## config.mk

```make
export PLATFORM = sky130hd
export DESIGN_NAME = fifo_rd_arbiter
export DESIGN_NICKNAME = d
export VERILOG_FILES = /design/src/rtl/fifo_pkg.sv /design/src/rtl/fifo_rd_arbiter_rr_pick.sv /design/src/rtl/fifo_rd_arbiter.sv
export SDC_FILE = /design/constraint.sdc
export NUM_CORES = 1
export LEC_CHECK = 0
export ABC_AREA = 1
export BUFFER_PORTS_ARGS = -buffer_cell sky130_fd_sc_hd__buf_2
export CORE_UTILIZATION = 30
export DETAILED_ROUTE_END_ITERATION = 8
export GPL_TIMING_DRIVEN = 0
export SYNTH_ARGS = -nofsm -noshare
export SYNTH_HDL_FRONTEND = slang
export SYNTH_SLANG_ARGS = --single-unit
```

## constraint.sdc

```tcl
create_clock -name clk -period 3.3 [get_ports clk]
set_clock_uncertainty 0.1 [all_clocks]
set_input_delay 0.165 -clock clk [delete_from_list [all_inputs] [get_ports clk]]
set_output_delay 0.165 -clock clk [all_outputs]
set_load 0.005 [all_outputs]
```

## src/rtl/fifo_pkg.sv

```systemverilog
// rtl/fifo_pkg.sv - shared FIFO types, arbiter defaults and helpers
// Purpose: common definitions for the FIFO read-side blocks.
//   W_DEPTH / addr_t : FIFO depth and pointer type
//   *_DEF            : fifo_rd_arbiter parameter defaults
//   arb_state_t      : read arbiter FSM states
//   id_width()       : requester index width, never below 1 bit
package fifo_pkg;

  localparam int W_DEPTH = 16;
  typedef logic [$clog2(W_DEPTH)-1:0] addr_t;

  localparam int N_REQ_DEF     = 4;
  localparam int MAX_BURST_DEF = 4;
  localparam int RD_LAT_DEF    = 1;
  localparam int BURST_W       = 4;

  typedef enum logic [1:0] {
    IDLE  = 2'd0,
    GRANT = 2'd1,
    STALL = 2'd2
  } arb_state_t;

  function automatic int id_width(input int n);
    return (n > 2) ? $clog2(n) : 1;
  endfunction

endpackage

```

## src/rtl/fifo_rd_arbiter_rr_pick.sv

```systemverilog
// rtl/fifo_rd_arbiter_rr_pick.sv - combinational round-robin priority picker
// Purpose: find the first set request at or after a start index, wrapping.
// Ports:
//   req   : request vector
//   start : index searched first
//   valid : at least one request is set
//   idx   : index of the winning request (0 when valid=0)
module rr_pick
  import fifo_pkg::*;
#(
  parameter  int N_REQ = N_REQ_DEF,
  localparam int ID_W  = id_width(N_REQ)
) (
  input  logic [N_REQ-1:0] req,
  input  logic [ID_W-1:0]  start,
  output logic             valid,
  output logic [ID_W-1:0]  idx
);

  // Scan offsets from the far end down, so the smallest offset from start
  // is the last assignment and therefore the winner.
  always_comb begin
    logic [ID_W-1:0] pos;
    valid = 1'b0;
    idx   = '0;
    pos   = '0;
    for (int i = N_REQ - 1; i >= 0; i--) begin
      pos = ID_W'((int'(start) + i) % N_REQ);
      if (req[pos]) begin
        valid = 1'b1;
        idx   = pos;
      end
    end
  end

endmodule

```

## src/rtl/fifo_rd_arbiter.sv

```systemverilog
// rtl/fifo_rd_arbiter.sv - round-robin read arbiter in front of a FIFO
// Purpose: grants one requester per cycle a FIFO pop, with bounded bursts,
//   stalls while the FIFO is empty and reports read data return.
// Ports:
//   clk, rst_n  : clock, synchronous active-low reset
//   req         : per-requester read request (level)
//   empty_flag  : FIFO empty indication
//   pop, gnt    : registered pop strobe and one-hot grant
//   rd_valid    : read data present, RD_LAT cycles after a pop
//   rd_id       : requester owning the rd_valid data
//   led_error   : requests pending while the FIFO is empty
module fifo_rd_arbiter
  import fifo_pkg::*;
#(
  parameter  int N_REQ     = N_REQ_DEF,
  parameter  int MAX_BURST = MAX_BURST_DEF,
  parameter  int RD_LAT    = RD_LAT_DEF,
  localparam int ID_W      = id_width(N_REQ)
) (
  input  logic             clk,
  input  logic             rst_n,
  input  logic [N_REQ-1:0] req,
  input  logic             empty_flag,
  output logic             pop,
  output logic [N_REQ-1:0] gnt,
  output logic             rd_valid,
  output logic [ID_W-1:0]  rd_id,
  output logic             led_error
);

  arb_state_t         state_q, state_d;
  logic               pop_q, pop_d;
  logic [N_REQ-1:0]   gnt_q, gnt_d;
  logic [ID_W-1:0]    last_q, last_d;
  logic [BURST_W-1:0] cnt_q, cnt_d;
  logic [ID_W-1:0]    start;
  logic [ID_W-1:0]    pick_idx;
  logic               pick_valid;
  logic               repeat_ok;

  logic [RD_LAT-1:0]  vld_pipe;
  logic [ID_W-1:0]    id_pipe [RD_LAT];

  assign start = (last_q == ID_W'(N_REQ - 1)) ? '0 : last_q + 1'b1;

  rr_pick #(.N_REQ(N_REQ)) u_pick (
    .req   (req),
    .start (start),
    .valid (pick_valid),
    .idx   (pick_idx)
  );

  // burst_cnt == 0 means no owner yet, so reset does not hand the
  // first grant to last_winner = N_REQ-1.
  assign repeat_ok = (cnt_q != '0) && (cnt_q < BURST_W'(MAX_BURST)) && req[last_q];

  // The decision is the same from every state: empty blocks, no request
  // idles, otherwise grant. The state only drives led_error.
  always_comb begin
    state_d = IDLE;
    pop_d   = 1'b0;
    gnt_d   = '0;
    last_d  = last_q;
    cnt_d   = cnt_q;
    if (pick_valid && empty_flag) begin
      state_d = STALL;
    end else if (pick_valid) begin
      state_d = GRANT;
      pop_d   = 1'b1;
      if (repeat_ok) begin
        gnt_d[last_q] = 1'b1;
        cnt_d         = cnt_q + 1'b1;
      end else begin
        gnt_d[pick_idx] = 1'b1;
        last_d          = pick_idx;
        // Wrapping back to the same sole requester counts as a repeat.
        if (pick_idx == last_q) begin
          cnt_d = (cnt_q < BURST_W'(MAX_BURST)) ? cnt_q + 1'b1 : cnt_q;
        end else begin
          cnt_d = BURST_W'(1);
        end
      end
    end
  end

  always_ff @(posedge clk) begin
    if (!rst_n) begin
      state_q <= IDLE;
      pop_q   <= 1'b0;
      gnt_q   <= '0;
      last_q  <= ID_W'(N_REQ - 1);
      cnt_q   <= '0;
    end else begin
      state_q <= state_d;
      pop_q   <= pop_d;
      gnt_q   <= gnt_d;
      last_q  <= last_d;
      cnt_q   <= cnt_d;
    end
  end

  // Read-return pipeline; last_q names the owner of the pop in flight.
  always_ff @(posedge clk) begin
    if (!rst_n) begin
      vld_pipe <= '0;
      for (int i = 0; i < RD_LAT; i++) begin
        id_pipe[i] <= '0;
      end
    end else begin
      vld_pipe[0] <= pop_q;
      id_pipe[0]  <= pop_q ? last_q : '0;
      for (int i = 1; i < RD_LAT; i++) begin
        vld_pipe[i] <= vld_pipe[i-1];
        id_pipe[i]  <= id_pipe[i-1];
      end
    end
  end

  assign pop       = pop_q;
  assign gnt       = gnt_q;
  assign rd_valid  = vld_pipe[RD_LAT-1];
  assign rd_id     = id_pipe[RD_LAT-1];
  assign led_error = (state_q == STALL);

endmodule

```

Word level (Yosys, flattened, before mapping)
Memory sizes are Yosys's and may differ from the RTL's. Index checks and enable logic that the tools add are counted.

RAM bits: 2. Register bits after elaboration: 14. Memories kept: 1.

$add $sub $neg: 5. Equal/unequal tests: 4. Muxes and demuxes: 35. Reduce and logical (&&, ||, !) cells: 11. Bitwise logic cells: 4. Magnitude comparators: 9.

Memory list: id_pipe (depth 1, bits a word 2, read ports 1, clocked after memory_dff 0, write ports 1, line fifo_rd_arbiter.sv:42) `logic [ID_W-1:0] id_pipe [RD_LAT];`.

Operator list (count): 2-bit by 3-bit < comparator with 1-bit output, second input constant (6); 1-bit two-way mux (16); 2-bit two-way mux (8); 4-bit two-way mux (4); 1-bit binary-select mux with 2-bit select (5); 3-bit AND reduction (2); 1-bit logical AND (5); 2-bit by 1-bit adder with 2-bit output, second input constant (2); 2-bit adder, second input constant (2); 4-bit by 1-bit adder with 4-bit output, second input constant (1); 1-bit demux with 2-bit select (2); 2-bit equality test, second input constant (2); 2-bit by 1-bit greater-or-equal comparator with 1-bit output, second input constant (2); 4-bit by 3-bit < comparator with 1-bit output, second input constant (1); 1-bit inverter (4); 4-bit nonzero test (1); 2-bit OR reduction (2); 3-bit by 2-bit != test with 1-bit output, second input constant (1); 3-bit OR reduction (1); 2-bit equality test (1).

Longest topological paths before layout
Depth in word-level cells: 14. Depth in mapped cells: 18. Depth with buffers taken out: 18.

By module
From an unflattened synthesis, not the netlist that was laid out.

Cells, all modules: 144. Area total of the unflattened synthesis: 962.2 µm².

Modules (own cells, without submodules): fifo_rd_arbiter (cells an instance 98, instances 1, area each 749.5 µm²); rr_pick (cells an instance 46, instances 1, area each 212.7 µm²).

Worst setup path after synthesis
Ideal clock, no wire load.

Path kind: flip-flop to flip-flop. Start: register last_q[0]. End: register cnt_q[1]. Path slack: 1.058 ns. Required time: 3.085 ns. Stages on the path, launching flop included: 17. Library setup time: 0.115 ns. Clock period less this slack: 2.242 ns. Arrival: 2.026 ns. Path through: dfxtp_1 > inv_2 > ha_1 > inv_1 > nand2_1 > nand3_1 > and2_4 > nand2_2 > nand2_4 > nand2_2 > nand2_1 > inv_1 > nand3_2 > nand2_2 > nand2_1 > nand2_1 > nor2_2.

Cells in the longest elaborated chain, start to end: 12. Elaborated cells on any way between the ends: 32. Those cells by class: add/sub: 4; eq/ne: 3; mux: 21; bitwise: 1; reduce/logical: 3.

Ends and longest elaborated chain: start: declaration (line fifo_rd_arbiter.sv:34) `logic [ID_W-1:0] last_q, last_d;`; start signal: assignment (line fifo_rd_arbiter.sv:91) `last_q <= ID_W'(N_REQ - 1);`; start signal: assignment (line fifo_rd_arbiter.sv:97) `last_q <= last_d;`; 2-bit by 1-bit adder with 2-bit output / 2-bit equality test (equally long branches) (line fifo_rd_arbiter.sv:44) `assign start = (last_q == ID_W'(N_REQ - 1)) ? '0 : last_q + 1'b1;`; 2-bit two-way mux (line fifo_rd_arbiter.sv:44); 2-bit adder (line fifo_rd_arbiter_rr_pick.sv:28) `pos = ID_W'((int'(start) + i) % N_REQ);`; 1-bit binary-select mux with 2-bit select (line fifo_rd_arbiter_rr_pick.sv:29) `if (req[pos]) begin`; 1-bit two-way mux (not written as such) (line fifo_rd_arbiter_rr_pick.sv:29); 2-bit two-way mux / 1-bit two-way mux (equally long branches) (4 in a row) (line fifo_rd_arbiter_rr_pick.sv:29); 2-bit equality test / 1-bit logical AND (equally long branches) (line fifo_rd_arbiter.sv:77, fifo_rd_arbiter.sv:65); 3-bit by 2-bit != test with 1-bit output (no line) (tied with other cells); 3-bit AND reduction (no line) / 4-bit two-way mux (equally long branches); end signal: assignment (line fifo_rd_arbiter.sv:98) `cnt_q <= cnt_d;`; end: declaration (line fifo_rd_arbiter.sv:35) `logic [BURST_W-1:0] cnt_q, cnt_d;`.

Several ways; a longest one is shown, not always the timed one. The select of a mux whose other input is x is not followed. A chain may end at the register's enable or synchronous reset.

Final worst setup path
Start: register last_q[0]. End: register last_q[0].

Cells in the longest elaborated chain, start to end: 12. Elaborated cells on any way between the ends: 29. Those cells by class: add/sub: 4; eq/ne: 1; mux: 19; bitwise: 2; reduce/logical: 3.

Ends and longest elaborated chain: 2-bit by 1-bit adder with 2-bit output / 2-bit equality test (equally long branches) (line fifo_rd_arbiter.sv:44); 2-bit two-way mux (line fifo_rd_arbiter.sv:44); 2-bit adder (line fifo_rd_arbiter_rr_pick.sv:28); 1-bit binary-select mux with 2-bit select (line fifo_rd_arbiter_rr_pick.sv:29); 1-bit two-way mux (not written as such) (line fifo_rd_arbiter_rr_pick.sv:29); 1-bit two-way mux (4 in a row) (line fifo_rd_arbiter_rr_pick.sv:29); 1-bit logical AND (line fifo_rd_arbiter.sv:65) `if (pick_valid && empty_flag) begin`; 1-bit inverter (no line); 3-bit AND reduction (no line).

Several ways; a longest one is shown, not always the timed one. The select of a mux whose other input is x is not followed.

==> run metrics <==
CP endpoint=last_q[0]; vias in the first global route=805; Hold WS=0.03703 ns; placed cells=206; Mapped Cells=147; # rows=20; first drt pass iteration count=4; mean post-synth cell area=6.579 um^2; number of nets in the layout=182; Power Density=1022 nW/um^2; register area share after synthesis=31.05%; Routed Antenna Nets=0; Reg-to-Reg Start=last_q[0]; asr flop ratio synth=0%; Final period util=84.00%; Synth area leader=dfxtp_1; critical path class=reg2reg; Top FF cell, synth=dfxtp_1; #FFs+latches synth=15; max-slew violations=0; crit path from=last_q[0]; FF-to-FF path depth=12; non-filler cells, final=211; vias after detailed routing=893; Total GRT Usage=12.60%; worst min path class=in2reg; Critical Path Sink Type=flip-flop; top cell type's share of synthesized area=31.05%; Syn Std Cell Area=967.2 um^2; Post-CTS Resized=0; leakage=0.6240 nW; worst reg2reg endpoint=last_q[0]; CTS root buf=clkbuf_4; share of layout cells above drive strength 1=23.95%; VDD IR max=0.2189 mV; FMAX=360.7 MHz; die span in y=58.78 um; global-route wire length before repair=3387 um; Slew @ Worst Pin=0.6042 ns; DRC=0; hpwl dp=1445 um; Die X=58.78 um; most common cell in the netlist=nand2_1; Reg2Reg Setup Slack=0.53 ns; die area=3455 um^2; drt wl/cell=8.754 um; Worst EP arrival=2.84 ns; Total Power=1.159 mW; hold buffers post-CTS=1; relative slew slack=59.38%; Max Root-Sink Buffers=2; core area=3053 um^2; H-Tree Level Count=1; initial antenna violation count=0; DR vias/cell=4.232; Max Fanout on Critical Path=11; max-cap violations=0; clock buffer count from CTS=3; CTS tree=yes; clk_lat worst skew=0.28 ns; Ys Warns=0; Iter 0 DRT Violations=17; EDFF count, synth=0; post-layout minimum cycle time=2.772 ns; Final Wtd Congestion=0.8976; Hold Vio Cnt, Final=0; Area Overhead vs Synth=17.21%; Sink Count=15; CP Data Required Time=3.36 ns; RSZ-0062 raised after global routing=no; pre-CTS setup slack=0.5870 ns; Setup Viol. Count Final=0; Setup TNS=0 ns; Initial Utilization=31.68%; Synth Net Count=161; FILL cells=335; Unique masters post-synth=16; synth top area cells=dfxtp_1 31%, nand2_1 15%, nand3_1 9.3%; final wirelength=1847 um; Port Buffers=15; setup bufs post-CTS=0; crit path launch type=flip-flop; # IOs=16; ANT cells=0; Overflow after GRT=0; commonest cells in the netlist=38 x nand2_1, 22 x inv_1, 18 x nand3_1; Worst Slack Setup Final=0.5279 ns; largest net degree at the start of global routing=12; clk slew on worst S/H paths=0.09 ns; outcome=completed
## cell usage in the layout, fill, tap and decap left out, types with 3 or more instances in the layout
cell      Yosys  routed
nor2_1       13      13
inv_1        22      22
clkbuf_4      0       3
nand2_2      10      10
a21oi_1       7       7
buf_2         0      15
nand3_1      18      18
ha_1          7       7
and2_4        3       3
nand2_1      38      38
o21ai_0       3       3
dfxtp_1      15      15
inv_2         4       4
## cell families after synthesis
kind of cell,share of synthesized area [%]
flip-flops,31.05
AND/OR/NAND/NOR,44.63
AO/OA/AOI/OAI,5.174
buffers and inverters,10.09
adder cells (fa/ha/maj),9.055
## flip-flops by register name (all words and copies together) (netlist names)
| name | flops |
|---|---|
| id_pipe | 2 |
| rd_valid | 1 |
| last_q | 2 |
| gnt | 4 |
| state_q | 1 |
| pop | 1 |
| cnt_q | 4 |
## worst min path at each step
stage / from / to / slack [ns] / depth (start not counted)
after floorplan: empty_flag / state_q[1] / 0.18 / 2
after global placement: empty_flag / state_q[1] / 0.30 / 3
after detailed placement: empty_flag / state_q[1] / 0.30 / 3
after CTS: rst_n / cnt_q[0] / 0.03 / 3
after global routing: rst_n / cnt_q[0] / 0.04 / 3
final: rst_n / cnt_q[0] / 0.04 / 3
## area by class of cell
type	count	area, um^2	area share [%]
clock buffers	4	26.28	2.318
inverters	26	97.59	8.609
multi-input cells	106	569.3	50.22
flip-flops and latches	15	300.3	26.49
well taps	44	55.05	4.857
repair buffers	16	85.08	7.506
## report_power, final
group / internal (mW) / leakage, nW / total (mW) / switching (mW)
combinational: 0.284 / 0.486 / 0.794 / 0.510
sequential: 0.224 / 0.123 / 0.259 / 0.0353
clock: 0.0470 / 0.0150 / 0.105 / 0.0583
## critical path, cell delays in order (launching register included)
cell and delay (ns):
dfxtp_1 0.55, inv_2 0.21, ha_1 0.43, inv_1 0.16
nand2_1 0.07, nand3_1 0.13, nand3_1 0.12, nor3_1 0.29
nor2_1 0.14, inv_1 0.12, nor2_1 0.08, a21oi_1 0.15
o21ai_0 0.10
## routing by layer
metal	share of wire, %	wire [um]	vias to the layer above	global-route usage (%)
met3	2.5	46	3	1.978
met5	0	0	-	0
li1	-	-	494	-
met2	45	832	18	20.78
met1	51	945	378	16.33
met4	1.2	23	0	5.102
## through the flow
| stage | area (um^2) | util, % |
|---|---|---|
| after floorplan | 967.2 | - |
| after global placement | 1097 | 35.94 |
| after detailed placement | 1097 | 35.94 |
| after CTS | 1134 | 37.13 |
| after global routing | 1134 | 37.13 |
| final | 1134 | 37.13 |
(Power assumes the default switching activity.)
